$ cat src/rtl/data_ram_arbiter_pkg.sv
// Shared widths, zero values and arbiter state encoding for the data RAM
// arbiter and its round-robin helper.
package data_ram_arbiter_pkg;

  // Native data RAM geometry.
  localparam int WORD_BUS     = 32;
  localparam int MEM_ADDR_BUS = 32;
  localparam int MEM_SEL_BUS  = WORD_BUS / 8;

  localparam logic [WORD_BUS-1:0] ZERO_WORD = '0;

  // Master identifiers as carried in the owner and round-robin registers.
  localparam logic OWNER_M0 = 1'b0;
  localparam logic OWNER_M1 = 1'b1;

  // Sequencer states: waiting, driving the RAM, acknowledging.
  typedef enum logic [1:0] {
    ARB_IDLE   = 2'd0,
    ARB_ACCESS = 2'd1,
    ARB_DONE   = 2'd2
  } arb_state_e;

  // The master that is not m.
  function automatic logic other_master(input logic m);
    return ~m;
  endfunction

endpackage

$ cat src/rtl/data_ram_arbiter_rr_arb2.sv
// Combinational two-way round-robin grant. When both masters request,
// rr names the winner; otherwise the sole requester wins.
module rr_arb2 (
  input  logic req0,
  input  logic req1,
  input  logic rr,
  output logic gnt,
  output logic valid
);

  // Pick the granted master and flag whether any request is present.
  always_comb begin
    valid = req0 | req1;
    if (req0 && req1) begin
      gnt = rr;
    end else begin
      gnt = req1;
    end
  end

endmodule

$ cat src/rtl/data_ram_arbiter.sv
// Two-master arbiter and access sequencer for the single-port data RAM.
// Each grant turns into exactly one RAM cycle (ACCESS) followed by a
// one-cycle ack (DONE). Loads capture RAM data into a per-master register
// that holds until the same master's next load completes.
//
// Handshake: a master raises mX_req with its command and holds both until
// mX_ack pulses for one cycle. The command is sampled only on the grant
// edge. During the owner's DONE cycle its req is ignored; a req still high
// in the cycle after ack counts as a fresh request.
module data_ram_arbiter
  import data_ram_arbiter_pkg::*;
#(
  parameter int ADDR_W = MEM_ADDR_BUS,
  parameter int DATA_W = WORD_BUS,
  parameter int SEL_W  = MEM_SEL_BUS
) (
  input  logic              clk,
  input  logic              rst,

  input  logic              m0_req,
  input  logic              m0_we,
  input  logic [ADDR_W-1:0] m0_addr,
  input  logic [SEL_W-1:0]  m0_sel,
  input  logic [DATA_W-1:0] m0_wdata,
  output logic              m0_ack,
  output logic [DATA_W-1:0] m0_rdata,

  input  logic              m1_req,
  input  logic              m1_we,
  input  logic [ADDR_W-1:0] m1_addr,
  input  logic [SEL_W-1:0]  m1_sel,
  input  logic [DATA_W-1:0] m1_wdata,
  output logic              m1_ack,
  output logic [DATA_W-1:0] m1_rdata,

  output logic              ram_re,
  output logic              ram_we,
  output logic [ADDR_W-1:0] ram_addr,
  output logic [SEL_W-1:0]  ram_sel,
  output logic [DATA_W-1:0] ram_wdata,
  input  logic [DATA_W-1:0] ram_rdata,

  output logic [1:0]        dbg_state_o
);

  arb_state_e        state_q, state_d;
  logic              owner_q, owner_d;
  logic              rr_q, rr_d;
  logic              cmd_we_q, cmd_we_d;
  logic [ADDR_W-1:0] cmd_addr_q, cmd_addr_d;
  logic [SEL_W-1:0]  cmd_sel_q, cmd_sel_d;
  logic [DATA_W-1:0] cmd_wdata_q, cmd_wdata_d;
  logic [DATA_W-1:0] m0_rdata_q, m0_rdata_d;
  logic [DATA_W-1:0] m1_rdata_q, m1_rdata_d;

  logic in_done;
  logic arb_req0, arb_req1;
  logic arb_gnt, arb_valid;
  logic grant_en;

  // In DONE the owner's req is masked so only the other master can win.
  assign in_done  = (state_q == ARB_DONE);
  assign arb_req0 = m0_req & ~(in_done & (owner_q == OWNER_M0));
  assign arb_req1 = m1_req & ~(in_done & (owner_q == OWNER_M1));

  rr_arb2 u_rr_arb2 (
    .req0  (arb_req0),
    .req1  (arb_req1),
    .rr    (rr_q),
    .gnt   (arb_gnt),
    .valid (arb_valid)
  );

  // A grant can only be taken from IDLE or from the DONE handover slot.
  assign grant_en = arb_valid && ((state_q == ARB_IDLE) || (state_q == ARB_DONE));

  // FSM state register.
  always_ff @(posedge clk or posedge rst) begin
    if (rst) begin
      state_q <= ARB_IDLE;
    end else begin
      state_q <= state_d;
    end
  end

  // FSM next-state logic.
  always_comb begin
    state_d = state_q;
    unique case (state_q)
      ARB_IDLE:   if (arb_valid) state_d = ARB_ACCESS;
      ARB_ACCESS: state_d = ARB_DONE;
      ARB_DONE:   state_d = arb_valid ? ARB_ACCESS : ARB_IDLE;
      default:    state_d = ARB_IDLE;
    endcase
  end

  // Next values for owner, round-robin pointer, latched command and rdata.
  always_comb begin
    owner_d     = owner_q;
    rr_d        = rr_q;
    cmd_we_d    = cmd_we_q;
    cmd_addr_d  = cmd_addr_q;
    cmd_sel_d   = cmd_sel_q;
    cmd_wdata_d = cmd_wdata_q;
    m0_rdata_d  = m0_rdata_q;
    m1_rdata_d  = m1_rdata_q;

    // The master just served loses the next tie.
    if (state_q == ARB_DONE) begin
      rr_d = other_master(owner_q);
    end

    // Command inputs are sampled only here; later changes are ignored.
    if (grant_en) begin
      owner_d = arb_gnt;
      if (arb_gnt == OWNER_M1) begin
        cmd_we_d    = m1_we;
        cmd_addr_d  = m1_addr;
        cmd_sel_d   = m1_sel;
        cmd_wdata_d = m1_wdata;
      end else begin
        cmd_we_d    = m0_we;
        cmd_addr_d  = m0_addr;
        cmd_sel_d   = m0_sel;
        cmd_wdata_d = m0_wdata;
      end
    end

    // Loads capture the combinational RAM data at the end of ACCESS.
    if ((state_q == ARB_ACCESS) && !cmd_we_q) begin
      if (owner_q == OWNER_M1) begin
        m1_rdata_d = ram_rdata;
      end else begin
        m0_rdata_d = ram_rdata;
      end
    end
  end

  // Datapath registers.
  always_ff @(posedge clk or posedge rst) begin
    if (rst) begin
      owner_q     <= OWNER_M0;
      rr_q        <= OWNER_M0;
      cmd_we_q    <= 1'b0;
      cmd_addr_q  <= '0;
      cmd_sel_q   <= '0;
      cmd_wdata_q <= DATA_W'(ZERO_WORD);
      m0_rdata_q  <= DATA_W'(ZERO_WORD);
      m1_rdata_q  <= DATA_W'(ZERO_WORD);
    end else begin
      owner_q     <= owner_d;
      rr_q        <= rr_d;
      cmd_we_q    <= cmd_we_d;
      cmd_addr_q  <= cmd_addr_d;
      cmd_sel_q   <= cmd_sel_d;
      cmd_wdata_q <= cmd_wdata_d;
      m0_rdata_q  <= m0_rdata_d;
      m1_rdata_q  <= m1_rdata_d;
    end
  end

  // FSM outputs: RAM pins live only in ACCESS, acks only in DONE.
  always_comb begin
    ram_re    = 1'b0;
    ram_we    = 1'b0;
    ram_addr  = '0;
    ram_sel   = '0;
    ram_wdata = DATA_W'(ZERO_WORD);
    m0_ack    = 1'b0;
    m1_ack    = 1'b0;
    if (state_q == ARB_ACCESS) begin
      ram_we    = cmd_we_q;
      ram_re    = ~cmd_we_q;
      ram_addr  = cmd_addr_q;
      ram_sel   = cmd_sel_q;
      ram_wdata = cmd_wdata_q;
    end
    if (state_q == ARB_DONE) begin
      m0_ack = (owner_q == OWNER_M0);
      m1_ack = (owner_q == OWNER_M1);
    end
  end

  assign m0_rdata    = m0_rdata_q;
  assign m1_rdata    = m1_rdata_q;
  assign dbg_state_o = state_q;

endmodule
$ cat config.mk
export PLATFORM = sky130hd
export DESIGN_NAME = data_ram_arbiter
export DESIGN_NICKNAME = d
export VERILOG_FILES = /design/src/rtl/data_ram_arbiter_pkg.sv /design/src/rtl/data_ram_arbiter_rr_arb2.sv /design/src/rtl/data_ram_arbiter.sv
export SDC_FILE = /design/constraint.sdc
export NUM_CORES = 1
export LEC_CHECK = 0
export ABC_AREA = 1
export ABC_CLOCK_PERIOD_IN_PS = 5080
export BUFFER_PORTS_ARGS = -buffer_cell sky130_fd_sc_hd__buf_2
export CORE_UTILIZATION = 40
export CTS_BUF_LIST = sky130_fd_sc_hd__clkbuf_2 sky130_fd_sc_hd__clkbuf_4 sky130_fd_sc_hd__clkbuf_8
export DETAILED_ROUTE_END_ITERATION = 10
export GPL_ROUTABILITY_DRIVEN = 1
export PLACE_DENSITY = 0.68
export SYNTH_ARGS = -nofsm -noshare
export SYNTH_HDL_FRONTEND = slang
export SYNTH_SLANG_ARGS = --single-unit
$ cat constraint.sdc
create_clock -name clk -period 5.08 [get_ports clk]
set_input_delay 1.016 -clock clk [delete_from_list [all_inputs] [get_ports clk]]
set_output_delay 1.016 -clock clk [all_outputs]
set_load 0.02 [all_outputs]
; ---- After elaboration in Yosys (flattened, before gate mapping)
; Cells that the tools add are included.
[word_totals]
ff_bits = 137
input_bits = 174
out_inout_bits = 138
[op_classes]
eq_ne = 3
mux = 15
n_bitwise = 9
reduce_logical = 8
[ops]
columns = cell, n
row1 = $mux W32, 4
row2 = $mux W4, 2
row3 = $mux W1, 7
row4 = $pmux W2 S3, 1
row5 = $and A1 B1 Y1, 4
row6 = $not A1 Y1, 4
row7 = $reduce_and A2 Y1, 2
row8 = $logic_and A1 B1 Y1, 3
row9 = $eq A2 B1 Y1 const B, 1
row10 = $eq A2 B2 Y1 const B, 1
row11 = $logic_not A2 Y1, 1
row12 = $mux W2, 1
row13 = $ne A2 B2 Y1 const B, 1
row14 = $logic_not A1 Y1, 1
row15 = $logic_or A1 B1 Y1, 1
row16 = $or A1 B1 Y1, 1

; ---- Longest topological paths before layout
; Gate-level depths: netlist (run 1).
[depth]
word_depth = 7
ltp_mapped = 9

; ---- Cells and area by module
; A second synthesis (run 1) with hierarchy kept.
[hier_totals]
cells_unflattened = 903
hier_area_um2 = 6814.0
[by_module_without_submodules]
columns = mod, instances, cells_per_inst, area_each_um2
row1 = data_ram_arbiter, 1, 898, 6791.5
row2 = rr_arb2, 1, 5, 22.5

; ---- Worst setup path after synthesis (run 1)
; No wires, ideal clock.
[synth_timing]
path_kind = flip-flop to output port
from = register state_q[0], in the netlist dbg_state_o[0]
to = output ram_addr[24]
t_arrival_ns = 1.401
t_required_ns = 4.064
path_slack_ns = 2.663
stages_incl_launch_ff = 7
path_buffers = 2
cell_sequence = dfrtp_1 inv_2 nor2_4 inv_2 clkbuf_1 buf_2 nor2_1
[synth_via]
elab_chain_len = 2
[synth_rtl]
columns = item, line
row1 = from (decl), data_ram_arbiter.sv:46  ; arb_state_e state_q, state_d;
row2 = from (signal assigned), data_ram_arbiter.sv:82  ; state_q <= state_d;
row3 = $eq A2 B1 Y1, data_ram_arbiter.sv:171  ; if (state_q == ARB_ACCESS) begin
row4 = $mux W32, data_ram_arbiter.sv:171
row5 = to (decl), data_ram_arbiter.sv:38  ; output logic [ADDR_W-1:0] ram_addr,
; Every way passes these cells.

; ---- Worst setup path after layout (run 1)
[layout_timing]
from = register state_q[0], in the netlist dbg_state_o[0]
to = output ram_addr[3]
; The elaborated chain is that of the path after synthesis.

==> results.yml, run 1 <==
run_status:
  status: "completed"
synthesis:
  synthArstFlopShare_pct: 100.0
  syn_area_per_cell_um2: 7.000
  syn_area_um2: 6979
  synth_area_leaders: "dfrtp_1 49%, nand2_1 15%, inv_1 13%"
  synth-simple-area-share_pct: 29.31
  synthesis.nets: 1171
  post-synth-top-count-cell: "nand2_1"
  yosysTopAreaCell: "dfrtp_1"
  synth_flop_cell: "dfrtp_1"
  synth_edf_count: 0
  synth-xor-area-share_pct: 0
  synthAdderAreaFrac_pct: 0
  synth_top_area_share_pct: 49.12
  synth_compound_area_share_pct: 4.858
  ys_seq_elements: 137
  synth_top_family_by_area: "simple AND/OR/NAND/NOR gates"
  synth_common_cells: "278 x nand2_1, 244 x inv_1, 140 x nand3_1"
  syn_inst: 997
  synthDistinctLibCells: 16
  yosysWarnings: 0
  yosysSeqAreaShare_pct: 49.12
  synth_mux_area_share_pct: 0
route:
  via_per_inst: 4.554
  wl_per_cell_um: 12.85
  wl_um: 19470
  drtAntennaViolNets: 0
  drtIter0Drc: 282
  drc_errors: 0
  dr.pass1.iters: 5
  vias: 6900
finish:
  drive_gt1_share_pct: 28.00
  n_fill_cell: 1668
  regArea_um2: 3428
  final_nets: 1454
  area_growth_pct: 29.81
  multi_input_area_um2: 2400
place:
  place_worst_setup_slack_ns: 2.167
  dp_hpwl_um: 13560
  numPortBuffers: 311
  place_congestion: 0.8013
sta:
  fmax_mhz: 298.7
  max-slew-margin-rel_pct: 29.39
  rsz0062_at_grt: "no"
  final.min_clock_period_ns: 3.348
  fin_skew_ns: 0.01348
  maxSlewViolCount: 0
  hold_ws_ns: 0.4834
  worst_pin_slew_ns: 1.055
  fin_ws_ns: 1.732
  finalSetupViolCount: 0
  finalHoldViolations: 0
  setup-tns-final_ns: 0
  min_period_over_period_pct: 65.90
floorplanning:
  dieArea_um2: 17980
  start_util_pct: 41.50
  core_um2: 16820
  ios: 312
  core.rowCount: 47
  die_w_um: 134.1
  die_h_um: 134.1
power_and_ir_drop:
  combPwrFrac_pct: 46.6
  p_int_w: 0.002876
  switchingPower_w: 0.002461
  power_density_nw_per_um2: 589.1
  leakage_nw: 5.818
  ir_drop_uv: 283.2
  finalPower_w: 0.005337
  clock_power_share_pct: 17.5
  switching_share_pct: 46.12
  power_frac_seq_pct: 35.9
critical_path:
  path_cells: "inv_2, nor2_4, inv_2, buf_4, nor2_1, buf_2"
  r2r_start: "dbg_state_o[0]"
  startpoint: "dbg_state_o[0]"
  worstPathArrival_ns: 2.33
  slowest_stage: "inv_2"
  cp_max_fo: 53
  path_common_cell: "inv_2"
  critical-path-top-delay-family: "buffers and inverters"
  critPathMaxStageDelay_ns: 0.68
  path_buf_inv: 4
  worstSetupPathType: "flip-flop to output pin"
  critPathLaunchType: "flip-flop"
  worstPathRequired_ns: 4.06
  endpoint_kind: "output pin"
clock_network:
  clock_path_buffers: 2
  cts-buffers-inserted: 17
  cts_tree: "built"
  ctsResizeCount: 0
  ctsHoldBuffers: 0
  clkTransAtPathRegs_ns: 0.09
  cts-root-buf: "clkbuf_8"
  cts_max_level: 4
  clk_latency_ns: 0.44
  post-cts-setup-buffers: 0
  clock_sinks: 137
grt:
  antenna_found_initial: 2
  overflow: 0
  grt_max_degree: 108
  grt_pass1_vias: 6576
  grt_pass1_wl_um: 31530
  grt_use_total_pct: 22.30
hold_path:
  worstHoldStart: "cmd_addr_q[24]"
  hold_path.class: "flip-flop to flip-flop"
job:
  cap_viol_max_count: 0
[worst reg2reg max path, cell delays in order, from the launching register on]
cell	delay [ns]
dfrtp_1	0.43
inv_2	0.13
nor2_4	0.04
inv_2	0.68
nor2_4	0.09
nand2_2	0.80
o21ai_0	0.23
[state kept, by name, summed over array words and instances (netlist names)]
register / flops
m0_rdata: 32
cmd_we_q: 1
cmd_addr_q: 32
m1_rdata: 32
owner_q: 1
cmd_sel_q: 4
rr_q: 1
cmd_wdata_q: 32
dbg_state_o: 2
[stage by stage]
| stage | utilization, % | cell area (µm²) | std cells |
|---|---|---|---|
| after floorplan | - | 6979 | 997 |
| after global placement | 51.40 | 8645 | 1481 |
| after detailed placement | 51.40 | 8645 | 1481 |
| after CTS | 53.84 | 9055 | 1513 |
| after global routing | 53.85 | 9057 | 1514 |
| final | 53.87 | 9060 | 1515 |
[logic make-up (layout without fill, tap and decap cells)]
logic type | Yosys count | after routing
and+or+nand+nor | 492 | 492
other | 0 | 2
buffers and inverters | 301 | 597
AOI/OAI and AO/OA | 67 | 67
DFF | 137 | 137
[layout by cell type, fill, tap and decap left out, drive strengths merged]
cell / count
buf: 318
nand2: 279
inv: 256
nand3: 141
dfrtp: 137
nor2: 72
o21ai: 65
clkbuf: 17
clkinvlp: 4
diode: 2
bufinv: 2
a21oi: 2
[power groups by stage]
| stage | sequential (W) | clock, W | combinational, W |
|---|---|---|---|
| 3_3_place_gp | 0.00192 | 0 | 0.00248 |
| 4_1_cts | 0.00192 | 0.000963 | 0.00252 |
| 5_1_grt | 0.00198 | 0.00101 | 0.00278 |
| 2_1_floorplan | 0.00222 | 0 | 0.00138 |
| 6_report | 0.00192 | 0.000932 | 0.00249 |
| 3_5_place_dp | 0.00193 | 0 | 0.00251 |
[final cells by class]
type | instances | area share [%]
flip-flops and latches | 137 | 37.84
multi-input cells | 559 | 26.49
repair buffers | 318 | 17.76
inverters | 247 | 10.29
well taps | 220 | 3.038
clock buffers | 17 | 2.583
clock inverters | 15 | 1.947
diodes | 2 | 0.05524
[per-layer routing]
layer  GRT usage (%)  vias to the layer above  wire (µm)
met5               0                        -          0
met4           8.177                        0        397
met3           5.140                       29       1403
met2           37.54                      266       9172
met1           27.95                     3107       8500
li1                -                     3498          -
[path summary, 6_finish.rpt]
check                                  end  slack, ns  cells past startpoint
setup / recovery               ram_addr[3]       1.73                      6
hold / removal              cmd_addr_q[24]       0.48                      2
setup reg to reg              m1_rdata[16]       2.50                      6
hold reg to reg             cmd_addr_q[24]       0.48                      2
max in group asynchronous  cmd_wdata_q[31]       3.27                      3
min in group asynchronous    cmd_addr_q[8]       0.77                      2
(Power assumes the default switching activity.)
==> run 2: changes to the inputs <==
--- a/config.mk
+++ b/config.mk
@@ -5,14 +5,14 @@
 export SDC_FILE = /design/constraint.sdc
 export NUM_CORES = 1
 export LEC_CHECK = 0
-export ABC_AREA = 1
-export ABC_CLOCK_PERIOD_IN_PS = 5080
+export ABC_AREA = 0
+export ABC_CLOCK_PERIOD_IN_PS = 2950
 export BUFFER_PORTS_ARGS = -buffer_cell sky130_fd_sc_hd__buf_2
 export CORE_UTILIZATION = 40
 export CTS_BUF_LIST = sky130_fd_sc_hd__clkbuf_2 sky130_fd_sc_hd__clkbuf_4 sky130_fd_sc_hd__clkbuf_8
 export DETAILED_ROUTE_END_ITERATION = 10
 export GPL_ROUTABILITY_DRIVEN = 1
-export PLACE_DENSITY = 0.68
+export PLACE_DENSITY = 0.72
 export SYNTH_ARGS = -nofsm -noshare
 export SYNTH_HDL_FRONTEND = slang
 export SYNTH_SLANG_ARGS = --single-unit
==> constraint.sdc (replaced) <==
create_clock -name clk -period 2.95 [get_ports clk]
set_input_delay 0.59 -clock clk [delete_from_list [all_inputs] [get_ports clk]]
set_output_delay 0.59 -clock clk [all_outputs]
set_load 0.02 [all_outputs]
==> run 2 against run 1 <==
  * Power rose by 72%
  * Non-clock buffer count rose by 5
  * Register-to-register slack got worse by 1.6 ns
  * Final cell count fell by 31%
  * Cell area fell by 7.7%
  * Critical path type unchanged
  * Critical endpoint is now ram_addr[23]
  * Largest power group unchanged
==> results.yml, run 2 <==
grt:
  overflow: 0
  antenna_found_initial: 0
  grt_pass1_wl_um: 23940
  grt_use_total_pct: 19.17
  grt_pass1_vias: 4757
  grt_max_degree: 71
sta:
  final.min_clock_period_ns: 2.401
  finalHoldViolations: 0
  fin_ws_ns: 0.5494
  maxSlewViolCount: 0
  finalSetupViolCount: 0
  fin_skew_ns: 0.01273
  min_period_over_period_pct: 81.38
  fmax_mhz: 416.6
  worst_pin_slew_ns: 0.6596
  max-slew-margin-rel_pct: 55.94
  setup-tns-final_ns: 0
  rsz0062_at_grt: "no"
route:
  wl_um: 15030
  wl_per_cell_um: 14.45
  vias: 4894
  drtAntennaViolNets: 0
  via_per_inst: 4.706
  drtIter0Drc: 188
  drc_errors: 0
  dr.pass1.iters: 6
place:
  placed_area_um2: 7978
  place_congestion: 0.7625
  place_worst_setup_slack_ns: 0.8478
  dp_hpwl_um: 11220
  numPortBuffers: 311
critical_path:
  critPathLaunchType: "flip-flop"
  worstSetupPathType: "flip-flop to output pin"
  critical-path-top-delay-family: "buffers and inverters"
  worstPathRequired_ns: 2.36
  cp_max_fo: 70
  path_buf_inv: 3
  slowest_stage: "dfrtp_1"
  worstPathArrival_ns: 1.81
  critPathMaxStageDelay_ns: 0.43
  r2r_start: "owner_q"
  startpoint: "dbg_state_o[1]"
  endpoint_kind: "output pin"
  path_cells: "nand2b_1, inv_2, buf_12, and2_1, buf_2"
synthesis:
  synth-simple-area-share_pct: 11.97
  post-synth-top-count-cell: "dfrtp_1"
  synth_flop_cell: "dfrtp_1"
  yosysSeqAreaShare_pct: 55.01
  yosysTopAreaCell: "dfrtp_1"
  syn_area_um2: 6232
  syn_inst: 534
  synthAdderAreaFrac_pct: 0
  synth-xor-area-share_pct: 0
  synth_edf_count: 0
  ys_seq_elements: 137
  synth_mux_area_share_pct: 22.65
  yosysWarnings: 0
  synth_compound_area_share_pct: 6.163
  synthesis.nets: 708
  syn_area_per_cell_um2: 11.67
  synth_common_cells: "137 x dfrtp_1, 70 x and2_1, 70 x nand2_1"
  synth_area_leaders: "dfrtp_1 55%, mux2i_1 11%, mux2_2 8.5%"
  synth_top_area_share_pct: 55.01
  synthArstFlopShare_pct: 100.0
  synthDistinctLibCells: 22
  synth_top_family_by_area: "multiplexers"
finish:
  area_growth_pct: 34.13
  n_antenna_cell: 0
  multi_input_area_um2: 2566
  final_nets: 1013
  final_cell_area_um2: 8359
  n_fill_cell: 1353
  drive_gt1_share_pct: 47.77
  layout_common_cells: "311 x buf_2, 137 x dfrtp_1, 70 x and2_1, 70 x nand2_1"
  final_common_cell: "buf_2"
  regArea_um2: 3428
clock_network:
  cts-buffers-inserted: 17
  cts_tree: "built"
  clkTransAtPathRegs_ns: 0.08
  ctsHoldBuffers: 0
  clock_sinks: 137
  ctsResizeCount: 0
  post-cts-setup-buffers: 0
  clock_path_buffers: 2
  clk_latency_ns: 0.44
  cts_max_level: 4
  cts-root-buf: "clkbuf_8"
power_and_ir_drop:
  leakage_nw: 4.505
  switchingPower_w: 0.003821
  clock_power_share_pct: 16.0
  power_density_nw_per_um2: 1095
  p_int_w: 0.005333
  ir_drop_uv: 460.8
  switching_share_pct: 41.74
  combPwrFrac_pct: 47.8
  power_frac_seq_pct: 36.2
  finalPower_w: 0.009154
floorplanning:
  ios: 312
  core_um2: 15200
  core.rowCount: 45
  die_w_um: 126.8
  dieArea_um2: 16080
  start_util_pct: 41.00
  die_h_um: 126.8
job:
  cap_viol_max_count: 0
run_status:
  status: "completed"
hold_path:
  hold_path.class: "input port to async pin"
run 2: cell count changes after synthesis, sizes merged, moves of 2 or more:
| cell | change |
|---|---|
| a21oi | -2 |
| and2 | +70 |
| buf | -4 |
| clkbuf | -13 |
| inv | -241 |
| mux2 | +64 |
| mux2i | +69 |
| nand2 | -209 |
| nand2b | +3 |
| nand3 | -141 |
| nor2 | -70 |
| o21ai | +5 |
run 2: final timing paths:
path | slack (ns) | cells past startpoint | endpoint
worst max-delay path | 0.55 | 5 | ram_addr[23]
min in group clk | 0.39 | 2 | m0_rdata[28]
max in group asynchronous | 1.98 | 3 | cmd_sel_q[3]
worst max register to register | 0.87 | 5 | cmd_wdata_q[22]
worst min register to register | 0.48 | 2 | cmd_addr_q[6]
worst min-delay path | 0.23 | 2 | m0_rdata[20]
run 2: cell families after synthesis:
| group | count (synthesis) |
|---|---|
| AOI/OAI and AO/OA | 74 |
| buffers and inverters | 43 |
| DFF | 137 |
| muxes | 133 |
| and+or+nand+nor | 147 |
run 2: per-layer routing:
layer  GRT usage, %  wire, µm  part of all wire (%)  up-vias
met5              0         0                     0        -
met4          6.583       169                   1.1        0
met3          5.356      1053                   7.0       15
met2          33.97      7645                    51      203
met1          22.23      6159                    41     2264
li1               -         -                     -     2412
run 2: power groups by stage:
stage | Sequential (W) | Clock (W) | Combinational (W)
5_1_grt | 0.00344 | 0.00159 | 0.00477
3_3_place_gp | 0.00331 | 0 | 0.00438
2_1_floorplan | 0.00381 | 0 | 0.00253
6_report | 0.00331 | 0.00146 | 0.00438
3_5_place_dp | 0.00335 | 0 | 0.00445
4_1_cts | 0.00333 | 0.00151 | 0.00445
run 2: final cells by class:
cell class | count | area share, %
clock inverter | 13 | 1.437
timing repair buffer | 323 | 20.60
multi-input combinational | 354 | 30.70
inverter | 6 | 0.3143
tap | 188 | 2.814
clock buffer | 19 | 3.128
sequential | 137 | 41.01
run 2: through the flow:
step                hold slack, ns  instances  util (%)
finish                      0.2340       1040     54.99
global route                0.2665       1040     54.99
CTS                         0.2121       1040     54.99
detailed placement          0.4664       1008     52.48
global placement            0.4580       1008     52.48
floorplan                   0.4474        534         -
